$ cat config.mk
export PLATFORM = sky130hd
export DESIGN_NAME = qenc_dqp_fsm
export DESIGN_NICKNAME = d
export VERILOG_FILES = /design/src/rtl/qenc_dqp_fsm.sv
export SDC_FILE = /design/constraint.sdc
export NUM_CORES = 1
export LEC_CHECK = 0
export CORE_MARGIN = 4
export CORE_UTILIZATION = 55
export CTS_BUF_LIST = sky130_fd_sc_hd__clkbuf_8
export CTS_CLUSTER_DIAMETER = 60
export DETAILED_ROUTE_END_ITERATION = 10
export PLACE_DENSITY_LB_ADDON = 0.25
export SYNTH_ARGS = -nofsm -noshare
export SYNTH_HDL_FRONTEND = slang
export SYNTH_SLANG_ARGS = --single-unit
$ cat constraint.sdc
create_clock -name clk -period 8 [get_ports clk]
set_input_delay 0.8 -clock clk [delete_from_list [all_inputs] [get_ports clk]]
set_output_delay 0.8 -clock clk [all_outputs]
set_load 0.005 [all_outputs]
$ cat src/rtl/qenc_dqp_fsm.sv
// cu_qp_delta binarizer: TU prefix (cMax=5, context coded), EG0 suffix and
// sign (bypass), streamed to the CABAC engine over a valid/ready handshake.
module qenc_dqp_fsm #(
    parameter logic [9:0] CTX_DQP_BASE = 10'd96
) (
    input  logic       clk,
    input  logic       rst,
    input  logic       dqp_start,
    input  logic       cu_qp_delta_enabled_flag,
    input  logic [6:0] CuQpDeltaVal,
    input  logic [1:0] slice_type,
    input  logic       cabac_init_flag,
    output logic [9:0] ctx_dqp_addr,
    output logic       ctx_dqp_addr_vld,
    output logic       enc_run_dqp,
    input  logic       enc_rdy,
    output logic       EPMode_dqp,
    output logic       binVal,
    output logic       dqp_done_intr
);

    typedef enum logic [2:0] {
        IDLE, PREFIX, SUF_UNARY, SUF_BITS, SIGN, DONE
    } state_t;

    state_t     state_q, state_d;
    logic [6:0] absv_q, absv_d;
    logic       sgn_q, sgn_d;
    logic [1:0] init_q, init_d;
    logic [2:0] idx_q, idx_d;
    logic [6:0] val_q, val_d;
    logic [2:0] k_q, k_d;
    logic [1:0] init_type;
    logic [6:0] step;

    // initType derived from the slice type and cabac_init_flag at start
    always_comb begin
        init_type = 2'd0;
        case (slice_type)
            2'd0:    init_type = cabac_init_flag ? 2'd1 : 2'd2;
            2'd1:    init_type = cabac_init_flag ? 2'd2 : 2'd1;
            default: init_type = 2'd0;
        endcase
    end

    // State register and captured operands; reset abandons any sequence
    always_ff @(posedge clk or posedge rst) begin
        if (rst) begin
            state_q <= IDLE;
            absv_q  <= '0;
            sgn_q   <= 1'b0;
            init_q  <= '0;
            idx_q   <= '0;
            val_q   <= '0;
            k_q     <= '0;
        end else begin
            state_q <= state_d;
            absv_q  <= absv_d;
            sgn_q   <= sgn_d;
            init_q  <= init_d;
            idx_q   <= idx_d;
            val_q   <= val_d;
            k_q     <= k_d;
        end
    end

    // Next state, bin generation and handshake outputs; advance on transfer only
    always_comb begin
        state_d          = state_q;
        absv_d           = absv_q;
        sgn_d            = sgn_q;
        init_d           = init_q;
        idx_d            = idx_q;
        val_d            = val_q;
        k_d              = k_q;
        ctx_dqp_addr     = '0;
        ctx_dqp_addr_vld = 1'b0;
        enc_run_dqp      = 1'b0;
        EPMode_dqp       = 1'b0;
        binVal           = 1'b0;
        dqp_done_intr    = 1'b0;
        step             = 7'd1 << k_q;
        unique case (state_q)
            IDLE: begin
                if (dqp_start) begin
                    absv_d  = CuQpDeltaVal[6] ? (~CuQpDeltaVal + 7'd1)
                                              : CuQpDeltaVal;
                    sgn_d   = CuQpDeltaVal[6];
                    init_d  = init_type;
                    idx_d   = '0;
                    state_d = cu_qp_delta_enabled_flag ? PREFIX : DONE;
                end
            end
            PREFIX: begin
                enc_run_dqp      = 1'b1;
                ctx_dqp_addr_vld = 1'b1;
                binVal           = absv_q > {4'd0, idx_q};
                ctx_dqp_addr     = CTX_DQP_BASE + {7'd0, init_q, 1'b0}
                                 + {9'd0, idx_q != 3'd0};
                if (enc_rdy) begin
                    if (!binVal || idx_q == 3'd4) begin
                        if (absv_q >= 7'd5) begin
                            val_d   = absv_q - 7'd5;
                            k_d     = '0;
                            state_d = SUF_UNARY;
                        end else if (absv_q != 7'd0) begin
                            state_d = SIGN;
                        end else begin
                            state_d = DONE;
                        end
                    end else begin
                        idx_d = idx_q + 3'd1;
                    end
                end
            end
            SUF_UNARY: begin
                enc_run_dqp = 1'b1;
                EPMode_dqp  = 1'b1;
                binVal      = val_q >= step;
                if (enc_rdy) begin
                    if (binVal) begin
                        val_d = val_q - step;
                        k_d   = k_q + 3'd1;
                    end else if (k_q == 3'd0) begin
                        state_d = SIGN;
                    end else begin
                        k_d     = k_q - 3'd1;
                        state_d = SUF_BITS;
                    end
                end
            end
            SUF_BITS: begin
                enc_run_dqp = 1'b1;
                EPMode_dqp  = 1'b1;
                binVal      = val_q[k_q];
                if (enc_rdy) begin
                    if (k_q == 3'd0) state_d = SIGN;
                    else             k_d     = k_q - 3'd1;
                end
            end
            SIGN: begin
                enc_run_dqp = 1'b1;
                EPMode_dqp  = 1'b1;
                binVal      = sgn_q;
                if (enc_rdy) state_d = DONE;
            end
            DONE: begin
                dqp_done_intr = 1'b1;
                state_d       = IDLE;
            end
            default: state_d = IDLE;
        endcase
    end

endmodule

==> reports/summary.txt, run 1 <==
die area - 0.00546 mm^2
FP Rows - 23
Final Hold Viols - 0
Hold WC Path Type - reg2reg
Startpoint Class - register
# DRC - 0
post-CTS sizing - 0
Seq/Total Area, Yosys - 27.3%
FFs w/ async S/R, synth - 100%
worst vdd ir - 0.198 mV
largest net degree at the start of global routing - 27
P&R area growth vs syn - 12.1%
HPWL Detailed - 3800 um
CTS buffer count - 3
max_cap viols - 0
Hold WS - 490 ps
fin crit period - 3770 ps
htree depth - 1
Initial Utilization - 58.4%
Leakage - 1.15 nW
Synth top area share - 27.3%
WS Path Type - reg2out
Pre-antenna DRT Iters - 4
Unique masters post-synth - 64
skew final - 5.03 ps
total negative slack - 0 ps
Max Fanout on Critical Path - 8
CP Data Arrival Time - 2970 ps
Mapped Cells - 273
Reg clk slew, reported paths - 100 ps
Least-Margin Pin Slew - 1040 ps
pwr/cell area - 421 mW/mm^2
die height - 73.9 um
status - finished, final reports clean
Power, Total - 1.13 mW
Tot GR Track Use - 19.3%
num ports - 30
area leader, netlist - dfrtp_1
global-route wire length before repair - 8180 um
Worst Setup End Kind - output port
CTS tree - yes
synthesized cell area - 0.00239 mm^2
Fmax achieved - 265 MHz
final setup vio count - 0
GP Congestion - 0.874
CTS root buffer - clkbuf_8
post-route antenna net violation count - 0
synth warn - 0
largest cells by area after synthesis - dfrtp_1 27%, ha_1 12%, nand2_1 6.4%
GRT overflow - 0
Clock Sinks - 26
unrepaired setup endpoints after global routing - false
placed cell area - 0.00260 mm^2
share of cells above drive strength 1 - 11.0%
part of the cycle the worst path needs - 47.1%
Avg Cell Area, Syn - 8.74 um^2
Yosys reg bits - 26
latest clock arrival within the worst-skew pair - 280 ps
via count - 1907
number of global-route vias before repair - 1721
fin. max-slew vios - 0
Slew headroom - 30.7%
EDFF count, synth - 0
Primary FF master, synth - dfrtp_1
postcts setup bufs - 0
Worst Path Required - 7200 ps
Final #Nets - 329
core area - 0.00409 mm^2
Die Span X - 73.9 um
Design Area, Final - 0.00268 mm^2
total wire length - 4850 um
1st-iter DRT viols - 125
Antenna diodes - 0
Avg WL per Cell - 14.3 um
CTS Hold Bufs - 0
initial antenna violation count - 0
Port Buffers - 24
Clock Path Buffers - 2
filler instances - 348
routed vias/inst - 5.61
==> critical path, cell delays in order, from the launching register on <==
cell and delay, ps:
dfrtp_1 510, inv_1 130, ha_1 250, nand2b_1 190
inv_1 110, ha_1 220, nor2b_1 130, o21ai_1 150
a21oi_2 110, or2b_1 280, o211ai_1 100, clkdlybuf4s50_1 520
==> registers in the layout, summed over array words and instances (netlist names) <==
register,cells
sgn_q,1
state_q,3
k_q,3
absv_q,7
idx_q,3
val_q,7
init_q,2
==> cell type report <==
| cell class | count | area (um^2) | share of cell area (%) |
|---|---|---|---|
| tap | 50 | 62.6 | 2.34 |
| timing repair buffer | 24 | 240 | 8.98 |
| multi-input combinational | 216 | 1570 | 58.7 |
| clock buffer | 3 | 41.3 | 1.54 |
| sequential | 26 | 651 | 24.3 |
| inverter | 20 | 80.1 | 2.99 |
| clock inverter | 1 | 30.0 | 1.12 |
==> stage by stage <==
stage / setup slack, ps / utilization [%] / cells
final: 4230 / 65.5 / 340
after global routing: 3960 / 65.5 / 340
after CTS: 4210 / 65.5 / 340
after detailed placement: 4540 / 63.7 / 336
after global placement: 4590 / 63.7 / 336
after floorplan: 5110 / - / 277
==> metal layers <==
metal	up-vias	track usage, %	routed length [um]
met2	31	31.7	2310
met4	0	5.43	63
li1	988	-	-
met5	-	0	0
met3	7	3.15	171
met1	881	26.2	2310
==> placed cells by master, fill, tap and decap left out, types with 2 or more instances in the layout <==
cell type        synthesis  routed
o21ai_1                  5       5
nand2_4                  2       2
conb_1                   1       5
dfrtp_1                 26      26
nor2b_1                  5       5
mux2i_1                  4       4
xnor2_1                  7       7
nand2b_1                 2       2
o31ai_1                  5       5
nor2_1                  15      15
a31oi_1                  6       6
a211oi_1                 2       2
nand3_4                  2       2
and2_1                   2       2
nand3_1                  4       4
clkdlybuf4s50_1          0      24
mux2_4                   7       7
o22ai_1                  4       4
o21a_1                   3       3
inv_1                   17      17
xor2_1                   6       6
nor2_2                   2       2
clkbuf_8                 0       3
ha_1                    22      22
nand2_1                 41      41
a21oi_1                 12      12
o21ai_0                 18      18
nor3_1                   3       3
inv_2                    2       2
==> final timing paths <==
kind                                 from         to  slack [ps]  cells after the start
worst min register to register  init_q[1]  init_q[1]         490                      2
worst max-delay path               k_q[0]     binVal        4230                     11
max in group asynchronous             rst   idx_q[2]        6300                      2
worst max register to register     k_q[0]   val_q[6]        5030                     13
min in group asynchronous             rst   idx_q[0]        1070                      2
worst min-delay path            init_q[1]  init_q[1]         490                      2
==> where the power goes <==
part           leakage, nW  total, mW  internal [mW]  switching (mW)
clock network       0.0357      0.111         0.0670          0.0443
registers            0.328      0.274          0.188          0.0860
logic                0.786      0.741          0.355           0.386
total                 1.15       1.13          0.610           0.517
==> logic make-up (layout without fill, tap and decap cells) <==
| logic type | after synthesis | in the layout | synth area share [%] |
|---|---|---|---|
| muxes | 13 | 13 | 7.50 |
| AOI/OAI and AO/OA | 72 | 72 | 20.2 |
| buffers and inverters | 35 | 48 | 7.55 |
| and+or+nand+nor | 90 | 90 | 20.1 |
| adders and majority gates | 23 | 23 | 12.4 |
| DFF | 26 | 26 | 27.3 |
| other | 1 | 5 | 0.157 |
| xor gates and xnor gates | 13 | 13 | 4.77 |
==> synth_stat cells, types with 3 or more instances <==
| master | instances |
|---|---|
| inv_1 | 17 |
| ha_1 | 22 |
| nor3_1 | 3 |
| o22ai_1 | 4 |
| clkbuf_1 | 4 |
| buf_4 | 7 |
| a21oi_1 | 12 |
| o21a_1 | 3 |
| o31ai_1 | 5 |
| xor2_1 | 6 |
| nor2_1 | 15 |
| o21ai_1 | 5 |
| mux2i_1 | 4 |
| nor2b_1 | 5 |
| dfrtp_1 | 26 |
| a31oi_1 | 6 |
| nand3_1 | 4 |
| o21ai_0 | 18 |
| xnor2_1 | 7 |
| mux2_4 | 7 |
| nand2_1 | 41 |
No activity file was read; power rests on OpenSTA's default activity.
==> run 2, diff against run 1 <==
==> constraint.sdc (replaced) <==
create_clock -name clk -period 3.75 [get_ports clk]
set_input_delay 0.375 -clock clk [delete_from_list [all_inputs] [get_ports clk]]
set_output_delay 0.375 -clock clk [all_outputs]
set_load 0.005 [all_outputs]
==> reports/summary.txt, run 2 (synthesis gave the netlist of run 1 again) <==
post-CTS sizing - 0
Worst Setup End Kind - output port
Final Hold Viols - 0
Antenna diodes - 0
Pre-antenna DRT Iters - 4
postcts setup bufs - 0
clock network power share - 9.9%
Hold Path Depth - 2
GRT overflow - 0
max_cap viols - 0
biggest regs - absv_q x7, val_q x7
total wire length - 4990 um
die area - 0.00546 mm^2
final setup vio count - 0
Die Span X - 73.9 um
share of cells above drive strength 1 - 11.0%
CTS Hold Bufs - 0
placed cell area - 0.00260 mm^2
Slew headroom - 32.5%
most common cell after layout, fill and taps aside - nand2_1
total negative slack - 0 ps
Reg clk slew, reported paths - 100 ps
Int Pwr - 1.30 mW
GP Congestion - 0.867
part of the cycle the worst path needs - 91.1%
fin. max-slew vios - 0
latest clock arrival within the worst-skew pair - 280 ps
HPWL Detailed - 3940 um
worst flop-to-flop path startpoint - k_q[0]
die height - 73.9 um
Hold WC Path Type - reg2reg
CTS root buffer - clkbuf_8
Port Buffers - 24
via count - 1930
R2R depth - 13
CP Data Arrival Time - 3040 ps
commonest non-fill, non-tap cells in the layout - 41 x nand2_1, 26 x dfrtp_1, 24 x clkdlybuf4s50_1
filler instances - 356
number of global-route vias before repair - 1872
1st-iter DRT viols - 116
core area - 0.00409 mm^2
P&R area growth vs syn - 12.1%
WS Path Type - reg2out
Initial Utilization - 58.4%
Leakage - 1.15 nW
largest net degree at the start of global routing - 27
initial antenna violation count - 0
CTS buffer count - 3
pwr/cell area - 903 mW/mm^2
Hold WS - 482 ps
reg2reg setup slack - 780 ps
Fmax achieved - 293 MHz
Worst Path Required - 3380 ps
fin crit period - 3410 ps
Max Fanout on Critical Path - 8
unrepaired setup endpoints after global routing - false
htree depth - 1
P_sw - 1.11 mW
Net Sw Frac - 46.0%
status - finished, final reports clean
CTS tree - yes
FP Rows - 23
Clock Path Buffers - 2
Startpoint Class - register
Comb power frac - 65.8%
post-route antenna net violation count - 0
routed vias/inst - 5.68
worst vdd ir - 0.372 mV
num ports - 30
Min-Delay Endpoint - init_q[1]
Least-Margin Pin Slew - 1010 ps
Final #Nets - 329
Clock Sinks - 26
Design Area, Final - 0.00268 mm^2
Avg WL per Cell - 14.7 um
sequential power share - 24.4%
global-route wire length before repair - 8500 um
skew final - 2.99 ps
# DRC - 0
Hold Path Origin - init_q[1]
Tot GR Track Use - 19.9%
FF-to-FF End - val_q[6]
-- run 2: worst max-delay path by stage --
stage | from | end
2_1_floorplan | k_q[0] | val_q[6]
3_3_place_gp | k_q[0] | binVal
3_5_place_dp | k_q[0] | binVal
4_1_cts | k_q[0] | binVal
5_1_grt | k_q[0] | binVal
6_report | k_q[0] | binVal
-- run 2: power by group through the flow --
stage | registers (mW) | logic, mW | clock network, mW
final | 0.588 | 1.59 | 0.238
after global routing | 0.613 | 1.76 | 0.255
after detailed placement | 0.590 | 1.58 | 0
after floorplan | 0.509 | 1.29 | 0
after global placement | 0.589 | 1.54 | 0
after CTS | 0.586 | 1.59 | 0.244
-- run 2: critical path, stage by stage (launching register included) --
cell             delay, ps
dfrtp_1                530
inv_1                  130
ha_1                   250
nand2b_1               200
inv_1                  110
ha_1                   220
nor2b_1                140
o21ai_1                150
a21oi_2                100
or2b_1                 280
o211ai_1               110
clkdlybuf4s50_1        530
-- run 2: routing by layer --
metal  part of all wire (%)  vias up  GRT usage, %
met5                      0        -             0
met4                    1.1        0          6.64
met3                    4.5        6          3.28
met2                     48       53          32.5
met1                     47      890          26.6
li1                       -      981             -
-- run 2: area by class of cell --
class                   instances  area [um^2]  share of cell area (%)
multi-input cells             216         1570                    58.7
flip-flops and latches         26          651                    24.3
repair buffers                 24          240                    8.98
inverters                      20         80.1                    2.99
well taps                      50         62.6                    2.34
clock buffers                   3         41.3                    1.54
clock inverters                 1         30.0                    1.12
-- run 2: per-stage QoR --
stage	util [%]	power [mW]	std cells	setup WS (ps)
floorplan	-	1.80	277	1120
global placement	63.7	2.13	336	760
detailed placement	63.7	2.17	336	678
CTS	65.5	2.42	340	358
global route	65.5	2.63	340	80.0
finish	65.5	2.42	340	335
